### config.mk
export PLATFORM = sky130hd
export DESIGN_NAME = vga_pic_gen
export DESIGN_NICKNAME = d
export VERILOG_FILES = /design/src/rtl/vga_pkg.sv /design/src/rtl/title_glyph_rom.sv /design/src/rtl/vga_pic_gen.sv
export SDC_FILE = /design/constraint.sdc
export NUM_CORES = 1
export LEC_CHECK = 0
export BUFFER_PORTS_ARGS = -buffer_cell sky130_fd_sc_hd__buf_2
export CAP_MARGIN = 20
export CORE_ASPECT_RATIO = 1.4
export CORE_MARGIN = 3
export CORE_UTILIZATION = 60
export DETAILED_ROUTE_END_ITERATION = 8
export PLACE_DENSITY_LB_ADDON = 0.08
export SLEW_MARGIN = 5
export SYNTH_ARGS = -nofsm -noshare
export SYNTH_HDL_FRONTEND = slang
export SYNTH_SLANG_ARGS = --single-unit
export TNS_END_PERCENT = 5
### constraint.sdc
create_clock -name vga_clk -period 9.26 [get_ports vga_clk]
set_input_delay 1.389 -clock vga_clk [delete_from_list [all_inputs] [get_ports vga_clk]]
set_output_delay 1.389 -clock vga_clk [all_outputs]
set_load 0.05 [all_outputs]
### src/rtl/vga_pkg.sv
`default_nettype none
// ============================================================================
// vga_pkg : colour constants, display defaults and title table
// Rev 1.0 : initial release
// ============================================================================
package vga_pkg;

  typedef logic [11:0] rgb_t;

  localparam rgb_t BLACK = 12'h000;
  localparam rgb_t WHITE = 12'hFFF;
  localparam rgb_t GREY  = 12'h888;
  localparam rgb_t RED   = 12'hF00;
  localparam rgb_t GREEN = 12'h0F0;
  localparam rgb_t BLUE  = 12'h00F;
  localparam rgb_t CYAN  = 12'h0FF;

  localparam int H_VALID_DEF = 640;
  localparam int V_VALID_DEF = 480;
  localparam int TITLE_COUNT = 4;

  // Stage-1 result: colour is final unless glyph is set and the ROM bit is 1.
  typedef struct packed {
    logic valid;
    logic glyph;
    rgb_t colour;
  } stage1_t;

  function automatic logic [7:0] title_chars(input logic [3:0] t);
    case (t)
      4'd0:    return 8'd4;
      4'd1:    return 8'd3;
      4'd2:    return 8'd4;
      default: return 8'd2;
    endcase
  endfunction

  function automatic rgb_t title_bg(input logic [3:0] t);
    case (t)
      4'd0:    return RED;
      4'd1:    return CYAN;
      4'd2:    return GREEN;
      default: return BLUE;
    endcase
  endfunction

endpackage
`default_nettype wire

### src/rtl/title_glyph_rom.sv
`default_nettype none
// ============================================================================
// title_glyph_rom : title bitmap, 1-cycle registered bit read
// Rev 1.0 : initial release
// ============================================================================
module title_glyph_rom
  import vga_pkg::*;
#(
  parameter  int CHAR_W    = 32,
  parameter  int CHAR_H    = 32,
  parameter  int MAX_CHARS = 4,
  localparam int ROW_W     = $clog2(CHAR_H),
  localparam int COL_W     = $clog2(MAX_CHARS * CHAR_W)
) (
  input  logic             clk,
  input  logic             rst,
  input  logic [3:0]       title,
  input  logic [ROW_W-1:0] row,
  input  logic [COL_W-1:0] col,
  output logic             rom_bit,
  output logic [7:0]       chars
);

  localparam int CW_B = $clog2(CHAR_W);
  localparam int AW   = 16;

  logic [COL_W-1:0] glyph;
  logic [CW_B-1:0]  gcol;
  logic             rom_bit_d;
  logic             rom_bit_q;

  assign glyph = col >> CW_B;
  assign gcol  = col[CW_B-1:0];

  // Procedural font: 4x4-pixel checkerboard whose phase flips per glyph and title.
  assign rom_bit_d = 1'((AW'(row) >> 2) + (AW'(gcol) >> 2) + AW'(glyph) + AW'(title));

  always_ff @(posedge clk or posedge rst) begin
    if (rst) rom_bit_q <= 1'b0;
    else     rom_bit_q <= rom_bit_d;
  end

  assign rom_bit = rom_bit_q;
  assign chars   = (title_chars(title) > 8'(MAX_CHARS)) ? 8'(MAX_CHARS) : title_chars(title);

endmodule
`default_nettype wire

### src/rtl/vga_pic_gen.sv
`default_nettype none
// ============================================================================
// vga_pic_gen : key-bar + scrolling title banner pixel generator, 2-cycle pipe
// Rev 1.0 : initial release
// ============================================================================
module vga_pic_gen
  import vga_pkg::*;
#(
  parameter int H_VALID     = H_VALID_DEF,
  parameter int V_VALID     = V_VALID_DEF,
  parameter int N_KEYS      = 7,
  parameter int SPLIT_NUM   = 7,
  parameter int SPLIT_DEN   = 10,
  parameter int CHAR_W      = 32,
  parameter int CHAR_H      = 32,
  parameter int MAX_CHARS   = 4,
  parameter int N_TITLES    = TITLE_COUNT,
  parameter int HOLD_FRAMES = 4,
  parameter int SCROLL_DIV  = 2
) (
  input  logic              vga_clk,
  input  logic              sys_rst,
  input  logic [9:0]        pix_x,
  input  logic [9:0]        pix_y,
  input  logic              pix_valid,
  input  logic              frame_start,
  input  logic [N_KEYS-1:0] status,
  input  logic [3:0]        title_sel,
  input  logic              scroll_en,
  output logic [11:0]       pix_data,
  output logic              pix_data_valid
);

  localparam int SPLIT    = H_VALID * SPLIT_NUM / SPLIT_DEN;
  localparam int MARGIN   = H_VALID / 8;
  localparam int KEY_W    = (SPLIT - MARGIN) / N_KEYS;
  localparam int REGION_W = H_VALID - SPLIT;
  localparam int OFF_W    = $clog2(REGION_W);
  localparam int C_W      = OFF_W + 1;
  localparam int PS_W     = (SCROLL_DIV > 1) ? $clog2(SCROLL_DIV) : 1;
  localparam int ROW_W    = $clog2(CHAR_H);
  localparam int COL_W    = $clog2(MAX_CHARS * CHAR_W);

  localparam logic [9:0] SPLIT_X     = 10'(SPLIT);
  localparam logic [9:0] MARGIN_X    = 10'(MARGIN);
  localparam logic [9:0] KEYS_END_X  = 10'(MARGIN + N_KEYS * KEY_W);
  localparam logic [9:0] BANNER_ROWS = 10'((CHAR_H < V_VALID) ? CHAR_H : V_VALID);

  logic [N_KEYS-1:0][3:0] hold_q, hold_d;
  logic [3:0]             title_q, title_d, new_title;
  logic [OFF_W-1:0]       offset_q, offset_d;
  logic [PS_W-1:0]        presc_q, presc_d;
  stage1_t                s1_q, s1_d;
  logic [11:0]            pix_data_q, pix_data_d;
  logic                   pix_data_valid_q, pix_data_valid_d;

  logic [9:0]     rel_key;
  logic [C_W-1:0] rel_x, c_sum, c_pos;
  logic [15:0]    text_w;
  logic [7:0]     chars;
  logic           rom_bit;
  logic           key_press, key_held, key_sep;

  assign new_title = ({1'b0, title_sel} < 5'(N_TITLES)) ? title_sel : 4'd0;

  // Per-frame state; everything here moves only on frame_start.
  always_comb begin
    hold_d   = hold_q;
    title_d  = title_q;
    offset_d = offset_q;
    presc_d  = presc_q;
    if (frame_start) begin
      title_d = new_title;
      for (int k = 0; k < N_KEYS; k++) begin
        if (status[k])             hold_d[k] = 4'(HOLD_FRAMES);
        else if (hold_q[k] != 4'd0) hold_d[k] = hold_q[k] - 4'd1;
      end
      if (new_title != title_q) begin
        offset_d = '0;
        presc_d  = '0;
      end else if (scroll_en) begin
        if (presc_q == PS_W'(SCROLL_DIV - 1)) begin
          presc_d  = '0;
          offset_d = (offset_q == OFF_W'(REGION_W - 1)) ? '0 : offset_q + OFF_W'(1);
        end else begin
          presc_d = presc_q + PS_W'(1);
        end
      end
    end
  end

  assign rel_key = pix_x - MARGIN_X;
  assign rel_x   = C_W'(pix_x - SPLIT_X);
  assign c_sum   = rel_x + C_W'(offset_q);
  assign c_pos   = (c_sum >= C_W'(REGION_W)) ? c_sum - C_W'(REGION_W) : c_sum;
  assign text_w  = 16'(chars) * 16'(CHAR_W);

  title_glyph_rom #(
    .CHAR_W    (CHAR_W),
    .CHAR_H    (CHAR_H),
    .MAX_CHARS (MAX_CHARS)
  ) u_rom (
    .clk     (vga_clk),
    .rst     (sys_rst),
    .title   (title_q),
    .row     (pix_y[ROW_W-1:0]),
    .col     (COL_W'(c_pos)),
    .rom_bit (rom_bit),
    .chars   (chars)
  );

  // Stage 1: classify the pixel against pre-update counters and title.
  always_comb begin
    s1_d      = '0;
    key_press = 1'b0;
    key_held  = 1'b0;
    key_sep   = 1'b0;
    for (int k = 0; k < N_KEYS; k++) begin
      if (rel_key >= 10'(k * KEY_W)) begin
        key_press = status[k];
        key_held  = (hold_q[k] != 4'd0);
        key_sep   = (k < N_KEYS - 1) && (rel_key == 10'((k + 1) * KEY_W - 1));
      end
    end
    if (pix_valid) begin
      s1_d.valid = 1'b1;
      if (pix_x < SPLIT_X) begin
        s1_d.colour = WHITE;
        if (pix_x >= MARGIN_X && pix_x < KEYS_END_X) begin
          if (key_sep || key_press) s1_d.colour = BLACK;
          else if (key_held)        s1_d.colour = GREY;
        end
      end else if (pix_y < BANNER_ROWS && 16'(c_pos) < text_w) begin
        s1_d.glyph  = 1'b1;
        s1_d.colour = title_bg(title_q);
      end else begin
        s1_d.colour = CYAN;
      end
    end
  end

  // Stage 2: glyph ink overrides the banner background.
  always_comb begin
    pix_data_d       = BLACK;
    pix_data_valid_d = s1_q.valid;
    if (s1_q.valid && !(s1_q.glyph && rom_bit)) pix_data_d = s1_q.colour;
  end

  always_ff @(posedge vga_clk or posedge sys_rst) begin
    if (sys_rst) begin
      hold_q           <= '0;
      title_q          <= '0;
      offset_q         <= '0;
      presc_q          <= '0;
      s1_q             <= '0;
      pix_data_q       <= '0;
      pix_data_valid_q <= 1'b0;
    end else begin
      hold_q           <= hold_d;
      title_q          <= title_d;
      offset_q         <= offset_d;
      presc_q          <= presc_d;
      s1_q             <= s1_d;
      pix_data_q       <= pix_data_d;
      pix_data_valid_q <= pix_data_valid_d;
    end
  end

  assign pix_data       = pix_data_q;
  assign pix_data_valid = pix_data_valid_q;

endmodule
`default_nettype wire

==> results by group, run 1 <==
STA
  – Slew headroom: 42.6%
  – RSZ-0062 raised after global routing: no
  – WHS: 0.363 ns
  – Maximum clock rate: 171 MHz
  – TNS Setup: 0 ns
  – Time the worst path needs with I/O delays and setup: 5.83 ns
  – Setup Skew: 0.0113 ns
  – Final setup vio count: 0
  – Fin crit share: 63.0%
  – Least-Margin Pin Slew: 0.850 ns
  – Slew Limit Fails: 0
  – Setup ws final: 3.43 ns
  – Final hold vios: 0

Detailed routing
  – 1st-pass router iterations: 4
  – Antenna viol nets, final: 0
  – WL/cell: 14.9 um
  – DR vias/cell: 6.00
  – Final WL: 8680 um
  – Via count: 3494
  – # DRC: 0
  – DR iter-0 viols: 177

Logic synthesis
  – Ys flop type: dfrtp_1
  – Sequential element share of the synthesized area: 35.0%
  – Mapped Cells: 462
  – Post-synthesis register bit count: 57
  – Syn_area_per_cell: 8.82 um2
  – Post-synth EDFFs: 0
  – Netlist cell types: 68
  – Yosys Warn Count: 0
  – Ys async rst share: 100%
  – Synthesized Nets: 538
  – Synth Cell Area: 0.00407 mm2

Placement
  – Final Wtd Congestion: 0.886
  – Area after DPL: 0.00431 mm2
  – DP HPWL: 6670 um
  – Pre-CTS setup slack: 3.08 ns
  – IO buf count: 44

Final layout
  – Synthesis-to-layout area growth: 12.1%
  – Ant diodes: 0
  – Most frequent cells in the layout: 57 x dfrtp_1, 45 x buf_2, 44 x nor2_1
  – Final instance area: 0.00457 mm2
  – Commonest non-fill, non-tap cell in the layout: dfrtp_1
  – Share of post-route cells with drive strength above 1: 17.3%
  – Total Nets Final: 581

Worst setup path
  – Crit path largest cell delay: 0.50 ns
  – Worst setup path class: in -> reg
  – Slowest CP cell: a21boi_0
  – Crit path max fanout: 9
  – Cell chain of the critical path: buf_2 -> ha_1 -> ha_1 -> a211oi_1 -> nor2_1 -> o31ai_1 -> a21boi_0 -> ha_1 -> inv_1 -> or4_1 -> nor3_1 -> a221oi_1 -> mux2_2 -> ha_1 -> a211oi_1 -> nand2_1 -> a31oi_1 -> and3_1 -> a21oi_1
  – CP Data Required Time: 9.45 ns
  – Critical Path Source Type: input pin
  – CP dominant cell by count: ha_1
  – Worst path bufs/invs: 2
  – Critical Path AT: 6.02 ns
  – Crit-path leading delay family: compound AO/OA/AOI/OAI gates
  – CP endpoint kind: flop

Floorplan
  – Die height: 103 um
  – Core footprint: 0.00638 mm2
  – Starting Density: 63.8%
  – Area of the die: 0.00783 mm2
  – Chip width: 75.6 um
  – Row cnt: 34
  – IO Pins: 49

Clocking
  – Post-cts sizing count: 0
  – TritonCTS Buffers: 9
  – Skew-Pair Late Insertion Delay: 0.34 ns
  – Setup Fix Bufs, Post-CTS: 0
  – TritonCTS clock tree: built
  – CTS Hold Bufs: 0
  – Clock sinks: 57
  – CTS root buf: clkbuf_8
  – Clock Pin Slew Worst Setup and Hold Paths: 0.07 ns
  – Maximum buffer depth of the clock tree: 2
  – H-tree depth: 3

Run
  – Max-cap viol count: 0

Global routing
  – Antenna violations before repair: 0
  – All-Layer GR Usage: 23.7%
  – GR Overflow Total: 0
  – First-pass GRT wire length: 14300 um
  – Number of global-route vias before repair: 3263
  – Largest net degree at the start of global routing: 58

Pwr
  – Pwr Density: 218 mW/mm2
  – Leak pwr: 0.00211 uW
  – Max VDD drop: 0.147 mV

Outcome
  – Status: complete, no violations

Hold path
  – Hold crit path type: reg -> reg
layer usage:
| layer | track usage, % | part of all wire, % | vias to the layer above |
|---|---|---|---|
| li1 | - | - | 1742 |
| met1 | 28.0 | 41 | 1666 |
| met2 | 41.7 | 53 | 67 |
| met3 | 4.45 | 3.1 | 19 |
| met4 | 9.15 | 2.5 | 0 |
| met5 | 0 | 0 | - |
state kept, by name, indices dropped and copies added, names as in the netlist:
name / count
hold_q: 28
offset_q: 8
s1_q: 7
pix_data: 6
title_q: 4
pix_data_valid: 1
pix_data_valid_d: 1
presc_q: 1
u_rom.rom_bit: 1
worst paths after layout:
path	from	slack, ns	to	cells past startpoint
min	pix_data_valid_d$_DFF_PP0_	0.36	pix_data_valid$_DFF_PP0_	0
min reg2reg	pix_data_valid_d$_DFF_PP0_	0.36	pix_data_valid$_DFF_PP0_	0
max in group asynchronous	sys_rst	7.54	offset_q[6]$_DFFE_PP0P_	3
max	pix_x[2]	3.43	s1_q[3]$_DFF_PP0_	19
min in group asynchronous	sys_rst	1.23	hold_q[18]$_DFFE_PP0P_	3
max reg2reg	offset_q[2]$_DFFE_PP0P_	4.23	s1_q[3]$_DFF_PP0_	18
Yosys cell counts (all sizes together) (2+ instances only):
cell	count	share of area [%]
dfrtp	57	35
nor2	45	4.2
o21ai	44	5.5
nand2	40	3.7
ha	39	12
inv	34	3.1
a21oi	16	2.0
nor3	15	1.8
nand3	11	1.4
xnor2	11	2.5
buf	10	1.6
nand2b	10	1.5
o31ai	10	1.8
and2	8	1.2
xor2	7	1.5
o21a	6	1.1
o22a	6	1.3
nor2b	5	0.77
o22ai	5	0.77
or2	5	0.77
or3b	5	1.1
a211oi	4	1.0
a31oi	4	0.61
clkbuf	4	0.37
mux2i	4	0.98
nand4	4	0.61
a21o	3	0.58
and3	3	0.46
and3b	3	0.65
nor3b	3	0.68
nor4	3	0.46
o211ai	3	0.55
o41ai	3	0.65
or3	3	0.49
a21boi	2	0.37
a31o	2	0.43
mux2	2	0.55
o2111ai	2	0.86
o311ai	2	0.43
or4	2	0.40
report_power, final:
part / leakage (uW) / switching (uW) / internal [uW] / total [uW]
clock network: 0.000124 / 110 / 181 / 291
logic: 0.00126 / 198 / 147 / 345
registers: 0.000725 / 51.7 / 309 / 361
total: 0.00211 / 359 / 637 / 996
cell families (layout without fill, tap and decap cells):
family	after synthesis	in the layout	synth area share [%]
AO/OA/AOI/OAI	124	124	20.8
multiplexers	6	6	1.54
flip-flops	57	57	35.0
XOR/XNOR	18	18	4.05
buffers and inverters	48	96	5.07
adder cells (fa/ha/maj)	40	40	12.5
AND/OR/NAND/NOR	169	169	21.1
layout make-up:
class,count,area [um2]
flip-flops and latches,57,1430
repair buffers,46,233
clock inverters,7,125
well taps,72,90.1
clock buffers,9,124
inverters,34,128
fillers,502,1810
multi-input cells,357,2440
metrics by stage:
step	cells	total power, uW	util, %
after floorplan	462	625	-
after global placement	565	688	67.6
after detailed placement	565	708	67.6
after CTS	581	1010	71.5
after global routing	582	1070	71.6
final	582	996	71.6
(Power assumes the default switching activity.)
==> run 2: changes to the inputs <==
--- a/config.mk
+++ b/config.mk
@@ -9,7 +9,7 @@
 export CAP_MARGIN = 20
 export CORE_ASPECT_RATIO = 1.4
 export CORE_MARGIN = 3
-export CORE_UTILIZATION = 60
+export CORE_UTILIZATION = 59
 export DETAILED_ROUTE_END_ITERATION = 8
 export PLACE_DENSITY_LB_ADDON = 0.08
 export SLEW_MARGIN = 5
==> constraint.sdc (replaced) <==
create_clock -name vga_clk -period 6 [get_ports vga_clk]
set_input_delay 0.9 -clock vga_clk [delete_from_list [all_inputs] [get_ports vga_clk]]
set_output_delay 0.9 -clock vga_clk [all_outputs]
set_load 0.05 [all_outputs]
==> results by group, run 2 (synthesized netlist as in run 1, its figures left out) <==
STA
  – Final hold vios: 0 (unchanged)
  – Setup Skew: 0.0117 ns (+0.000401 ns)
  – Fin crit share: 86.6%
  – Least-Margin Pin Slew: 0.853 ns (+0.00236 ns)
  – Final setup vio count: 0 (unchanged)
  – Maximum clock rate: 193 MHz
  – TNS Setup: 0 ns (unchanged)
  – WHS: 0.406 ns (+0.0430 ns)
  – RSZ-0062 raised after global routing: no
  – Slew headroom: 42.4% (-0.16 points)
  – Time the worst path needs with I/O delays and setup: 5.19 ns
  – Slew Limit Fails: 0 (unchanged)

Worst setup path
  – Worst path bufs/invs: 2 (unchanged)
  – CP Data Required Time: 6.26 ns (-3.19 ns)
  – Critical Path Source Type: input pin
  – Crit path largest cell delay: 0.49 ns (about the same)
  – Critical Path AT: 5.45 ns (-0.57 ns)
  – Slowest CP cell: or4_1
  – Crit-path leading delay family: adder cells
  – Cell chain of the critical path: buf_2 -> ha_1 -> ha_1 -> fa_1 -> a21oi_1 -> o211ai_1 -> a21oi_1 -> xnor2_1 -> ha_1 -> inv_1 -> or4_1 -> nor3_1 -> a221oi_1 -> mux2_2 -> ha_1 -> a211oi_1 -> nand2_1 -> a31oi_1 -> a41oi_1 -> nor3b_2
  – CP dominant cell by count: ha_1
  – CP endpoint kind: flop
  – Crit path max fanout: 5 (-4)
  – Worst setup path class: in -> reg

Clocking
  – Post-cts sizing count: 0 (unchanged)
  – CTS root buf: clkbuf_8
  – Setup Fix Bufs, Post-CTS: 0 (unchanged)
  – H-tree depth: 3 (unchanged)
  – CTS Hold Bufs: 0 (unchanged)
  – TritonCTS clock tree: built
  – Clock Pin Slew Worst Setup and Hold Paths: 0.06 ns (about the same)
  – Skew-Pair Late Insertion Delay: 0.34 ns (about the same)
  – Clock sinks: 57 (unchanged)
  – Maximum buffer depth of the clock tree: 2 (unchanged)
  – TritonCTS Buffers: 9 (unchanged)

Outcome
  – Status: complete, no violations

Global routing
  – GR Overflow Total: 0 (unchanged)
  – First-pass GRT wire length: 15100 um (+5.5%)
  – All-Layer GR Usage: 23.3% (-0.41 points)
  – Largest net degree at the start of global routing: 58 (unchanged)
  – Antenna violations before repair: 0 (unchanged)
  – Number of global-route vias before repair: 3445 (+5.6%)

Pwr
  – Pwr Density: 327 mW/mm2 (+50%)
  – Power Total: 1490 uW (+50%)
  – Leak pwr: 0.00209 uW (-0.75%)
  – Max VDD drop: 0.164 mV (+12%)

Final layout
  – Register Area: 0.00143 mm2 (unchanged)
  – Core Util, Final: 68.6% (-3.0 points)
  – Commonest non-fill, non-tap cell in the layout: dfrtp_1
  – Synthesis-to-layout area growth: 12.1% (unchanged)
  – Ant diodes: 0 (unchanged)
  – Total Nets Final: 581 (unchanged)
  – Non-filler instance count after layout: 602 (+3.4%)
  – Area of the multi-input gates: 0.00244 mm2 (unchanged)
  – Biggest regs: hold_q x28, offset_q x8, s1_q x7
  – Biggest register: hold_q
  – Largest register FFs: 28 (unchanged)
  – Share of post-route cells with drive strength above 1: 16.9% (-0.39 points)
  – Number of fill cells: 561 (+12%)
  – Most frequent cells in the layout: 57 x dfrtp_1, 44 x nor2_1, 44 x buf_2

Placement
  – DP Cell Count: 586 (+3.7%)
  – IO buf count: 44 (unchanged)
  – DP HPWL: 6520 um (-2.3%)
  – Final Wtd Congestion: 0.900 (+1.6%)

Floorplan
  – Row cnt: 35 (+2.9%)
  – Die height: 104 um (+0.80%)
  – Core footprint: 0.00666 mm2 (+4.3%)
  – Chip width: 76.2 um (+0.78%)
  – IO Pins: 49 (unchanged)
  – Starting Density: 61.2% (-2.6 points)
  – Area of the die: 0.00795 mm2 (+1.6%)

Detailed routing
  – Antenna viol nets, final: 0 (unchanged)
  – # DRC: 0 (unchanged)
  – DR vias/cell: 5.75 (-4.2%)
  – 1st-pass router iterations: 4 (unchanged)
  – DR iter-0 viols: 163 (-7.9%)
  – Final WL: 8730 um (+0.56%)
  – Via count: 3463 (-0.89%)
  – WL/cell: 14.5 um (-2.8%)

Hold path
  – Hold crit path type: reg -> reg

Run
  – Max-cap viol count: 0 (unchanged)
==> run 2: layout make-up <==
type	instances	share of cell area (%)
timing repair buffer	46	5.15
tap	92	2.52
clock buffer	12	3.18
multi-input combinational	357	53.5
inverter	34	2.79
clock inverter	4	1.67
sequential	57	31.2
==> run 2: final timing paths <==
path	startpoint	endpoint	slack (ns)	cells past startpoint
max	pix_x[1]	s1_q[10]$_DFF_PP0_	0.81	20
min	pix_data_valid_d$_DFF_PP0_	pix_data_valid$_DFF_PP0_	0.41	0
max reg2reg	offset_q[1]$_DFFE_PP0P_	s1_q[10]$_DFF_PP0_	1.07	19
min reg2reg	pix_data_valid_d$_DFF_PP0_	pix_data_valid$_DFF_PP0_	0.41	0
max in group asynchronous	sys_rst	offset_q[0]$_DFFE_PP0P_	4.75	3
min in group asynchronous	sys_rst	hold_q[21]$_DFFE_PP0P_	0.76	3
==> run 2: routing by layer <==
metal,track usage [%],up-vias,share of wire [%]
met4,10.4,0,2.6
met2,43.0,67,52
met3,4.07,21,3.6
met5,0,-,0
met1,25.7,1640,42
li1,-,1735,-
==> run 2: report_power, final <==
part	total, uW	switching [uW]	internal [uW]
sequential	558	81.4	477
combinational	532	304	227
clock	404	158	246
==> run 2: stage by stage <==
step	cell area, um2	setup WS (ns)
3_5_place_dp	4350	0.486
3_3_place_gp	4350	0.559
6_report	4570	0.805
2_1_floorplan	4070	1.00
5_1_grt	4570	0.400
4_1_cts	4570	0.837
==> run 3: changes to the inputs <==
--- a/config.mk
+++ b/config.mk
@@ -7,7 +7,6 @@
 export LEC_CHECK = 0
 export BUFFER_PORTS_ARGS = -buffer_cell sky130_fd_sc_hd__buf_2
 export CAP_MARGIN = 20
-export CORE_ASPECT_RATIO = 1.4
 export CORE_MARGIN = 3
 export CORE_UTILIZATION = 59
 export DETAILED_ROUTE_END_ITERATION = 8
==> results by group, run 3 (synthesized netlist as in run 1, its figures left out) <==
Pwr
  – Pwr Density: 322 mW/mm2 (-1.7%)
  – Power Total: 1460 uW (-2.4%)
  – Max VDD drop: 0.220 mV (+34%)
  – Leak pwr: 0.00209 uW (about the same)

Detailed routing
  – # DRC: 0 (unchanged)
  – Antenna viol nets, final: 0 (unchanged)
  – DR iter-0 viols: 229 (+40%)
  – WL/cell: 14.7 um (+1.2%)
  – 1st-pass router iterations: 4 (unchanged)
  – Via count: 3470 (+0.20%)
  – DR vias/cell: 5.90 (+2.6%)
  – Final WL: 8630 um (-1.1%)

Global routing
  – Antenna violations before repair: 0 (unchanged)
  – Largest net degree at the start of global routing: 58 (unchanged)
  – First-pass GRT wire length: 14700 um (-2.3%)
  – GR Overflow Total: 0 (unchanged)
  – All-Layer GR Usage: 23.4% (+0.12 points)
  – Number of global-route vias before repair: 3294 (-4.4%)

Worst setup path
  – R2R Setup Slk: 1.13 ns (+0.06 ns)
  – Critical Path Source Type: input pin
  – CP endpoint kind: flop
  – Worst setup path class: in -> reg
  – Worst path bufs/invs: 2 (unchanged)
  – Worst R2R End: s1_q[10]$_DFF_PP0_
  – Slowest CP cell: or4_1
  – Crit path max fanout: 5 (unchanged)
  – Worst R2R Start: offset_q[1]$_DFFE_PP0P_
  – Cell chain of the critical path: buf_2 -> ha_1 -> ha_1 -> fa_1 -> a21oi_1 -> o211ai_1 -> a21oi_1 -> xnor2_1 -> ha_1 -> inv_1 -> or4_1 -> nor3_1 -> a221oi_1 -> mux2_2 -> ha_1 -> a211oi_1 -> nand2_1 -> a31oi_1 -> a41oi_1 -> nor3b_2
  – CP Data Required Time: 6.25 ns (about the same)
  – R2R cell count: 19 (unchanged)
  – Crit path largest cell delay: 0.51 ns (+0.02 ns)
  – Critical Path AT: 5.42 ns (-0.03 ns)
  – Instance count on the critical path: 20 (unchanged)
  – Crit-path leading delay family: adder cells
  – CP dominant cell by count: ha_1

Clocking
  – H-tree depth: 3 (unchanged)
  – Skew-Pair Late Insertion Delay: 0.33 ns (about the same)
  – CTS Hold Bufs: 0 (unchanged)
  – TritonCTS Buffers: 9 (unchanged)
  – Maximum buffer depth of the clock tree: 2 (unchanged)
  – Clock Pin Slew Worst Setup and Hold Paths: 0.06 ns (about the same)
  – Post-cts sizing count: 0 (unchanged)
  – Clock sinks: 57 (unchanged)
  – Setup Fix Bufs, Post-CTS: 0 (unchanged)
  – TritonCTS clock tree: built
  – CTS root buf: clkbuf_8

Floorplan
  – Row cnt: 29 (-17%)
  – Area of the die: 0.00794 mm2 (-0.18%)
  – Die height: 89.1 um (-15%)
  – Starting Density: 62.4% (+1.2 points)
  – Core footprint: 0.00653 mm2 (-1.9%)
  – Chip width: 89.1 um (+17%)
  – IO Pins: 49 (unchanged)

Final layout
  – Number of fill cells: 536 (-4.5%)
  – Largest register FFs: 28 (unchanged)
  – Final instance area: 0.00454 mm2 (-0.63%)
  – Core Util, Final: 69.5% (+0.87 points)
  – Ant diodes: 0 (unchanged)
  – Share of post-route cells with drive strength above 1: 17.2% (+0.36 points)
  – Total Nets Final: 582 (+0.17%)
  – Commonest non-fill, non-tap cell in the layout: dfrtp_1
  – Biggest register: hold_q
  – Most frequent cells in the layout: 57 x dfrtp_1, 44 x nor2_1, 44 x buf_2
  – Biggest regs: hold_q x28, offset_q x8, s1_q x7
  – Synthesis-to-layout area growth: 11.4%

STA
  – Slew headroom: 37.2% (-5.2 points)
  – TNS Setup: 0 ns (unchanged)
  – RSZ-0062 raised after global routing: no
  – Fin crit share: 86.2% (-0.36 points)
  – Maximum clock rate: 193 MHz (+0.42%)
  – Time the worst path needs with I/O delays and setup: 5.17 ns (-0.0216 ns)
  – Final setup vio count: 0 (unchanged)
  – Setup Skew: 0.00737 ns (-0.00438 ns)
  – Least-Margin Pin Slew: 0.930 ns (+0.0773 ns)
  – Slew Limit Fails: 0 (unchanged)
  – Final hold vios: 0 (unchanged)

Hold path
  – Worst Hold End: pix_data_valid$_DFF_PP0_
  – Hold Crit Depth: 0 (unchanged)
  – Worst hold start: pix_data_valid_d$_DFF_PP0_
  – Hold crit path type: reg -> reg

Placement
  – DP HPWL: 6460 um (-0.95%)
  – IO buf count: 44 (unchanged)
  – Final Wtd Congestion: 0.871 (-3.3%)
  – Area after DPL: 0.00433 mm2 (-0.43%)

Outcome
  – Status: complete, no violations

Run
  – Max-cap viol count: 0 (unchanged)
==> run 3: cell types whose count changed in the layout (fill, tap and decap cells not counted) <==
cell,delta
clkbuf_2,+1
o21ai_1,-1
o21ai_0,+1
clkinv_2,+1
clkbuf_8,+1
bufinv_16,-1
clkbuf_1,-1
==> run 3: layout make-up <==
cell class | count | area [um2] | share of cell area (%)
Multi-Input combinational cell | 357 | 2440 | 53.8
Sequential cell | 57 | 1430 | 31.4
Timing Repair Buffer | 47 | 240 | 5.29
Clock buffer | 12 | 155 | 3.42
Inverter | 34 | 128 | 2.81
Tap cell | 77 | 96.3 | 2.12
Clock inverter | 4 | 51.3 | 1.13
==> run 3: routing by layer <==
| metal | vias to the layer above | track usage (%) | share of wire (%) |
|---|---|---|---|
| met2 | 65 | 41.7 | 50 |
| met4 | 0 | 7.04 | 1.2 |
| met3 | 9 | 3.59 | 3.9 |
| met1 | 1658 | 29.1 | 45 |
| met5 | - | 0 | 0 |
| li1 | 1738 | - | - |
==> run 3: worst max-delay path by stage <==
stage | from | to
finish | pix_x[1] | s1_q[10]$_DFF_PP0_
global route | pix_x[1] | s1_q[10]$_DFF_PP0_
global placement | pix_x[1] | s1_q[10]$_DFF_PP0_
CTS | pix_x[1] | s1_q[10]$_DFF_PP0_
floorplan | pix_x[2] | s1_q[10]$_DFF_PP0_
detailed placement | pix_x[1] | s1_q[10]$_DFF_PP0_
==> run 3: where the power goes <==
group | total [uW] | switching [uW] | internal, uW
registers | 556 | 79.5 | 477
clock network | 373 | 158 | 215
logic | 530 | 302 | 228
==> run 3: metrics by stage <==
step           setup slack (ns)  instances  hold slack (ns)
6_report                  0.827        588            0.399
5_1_grt                   0.467        588            0.402
4_1_cts                   0.849        587            0.405
3_5_place_dp              0.521        571            0.387
3_3_place_gp              0.586        571            0.380
2_1_floorplan              1.00        462            0.348
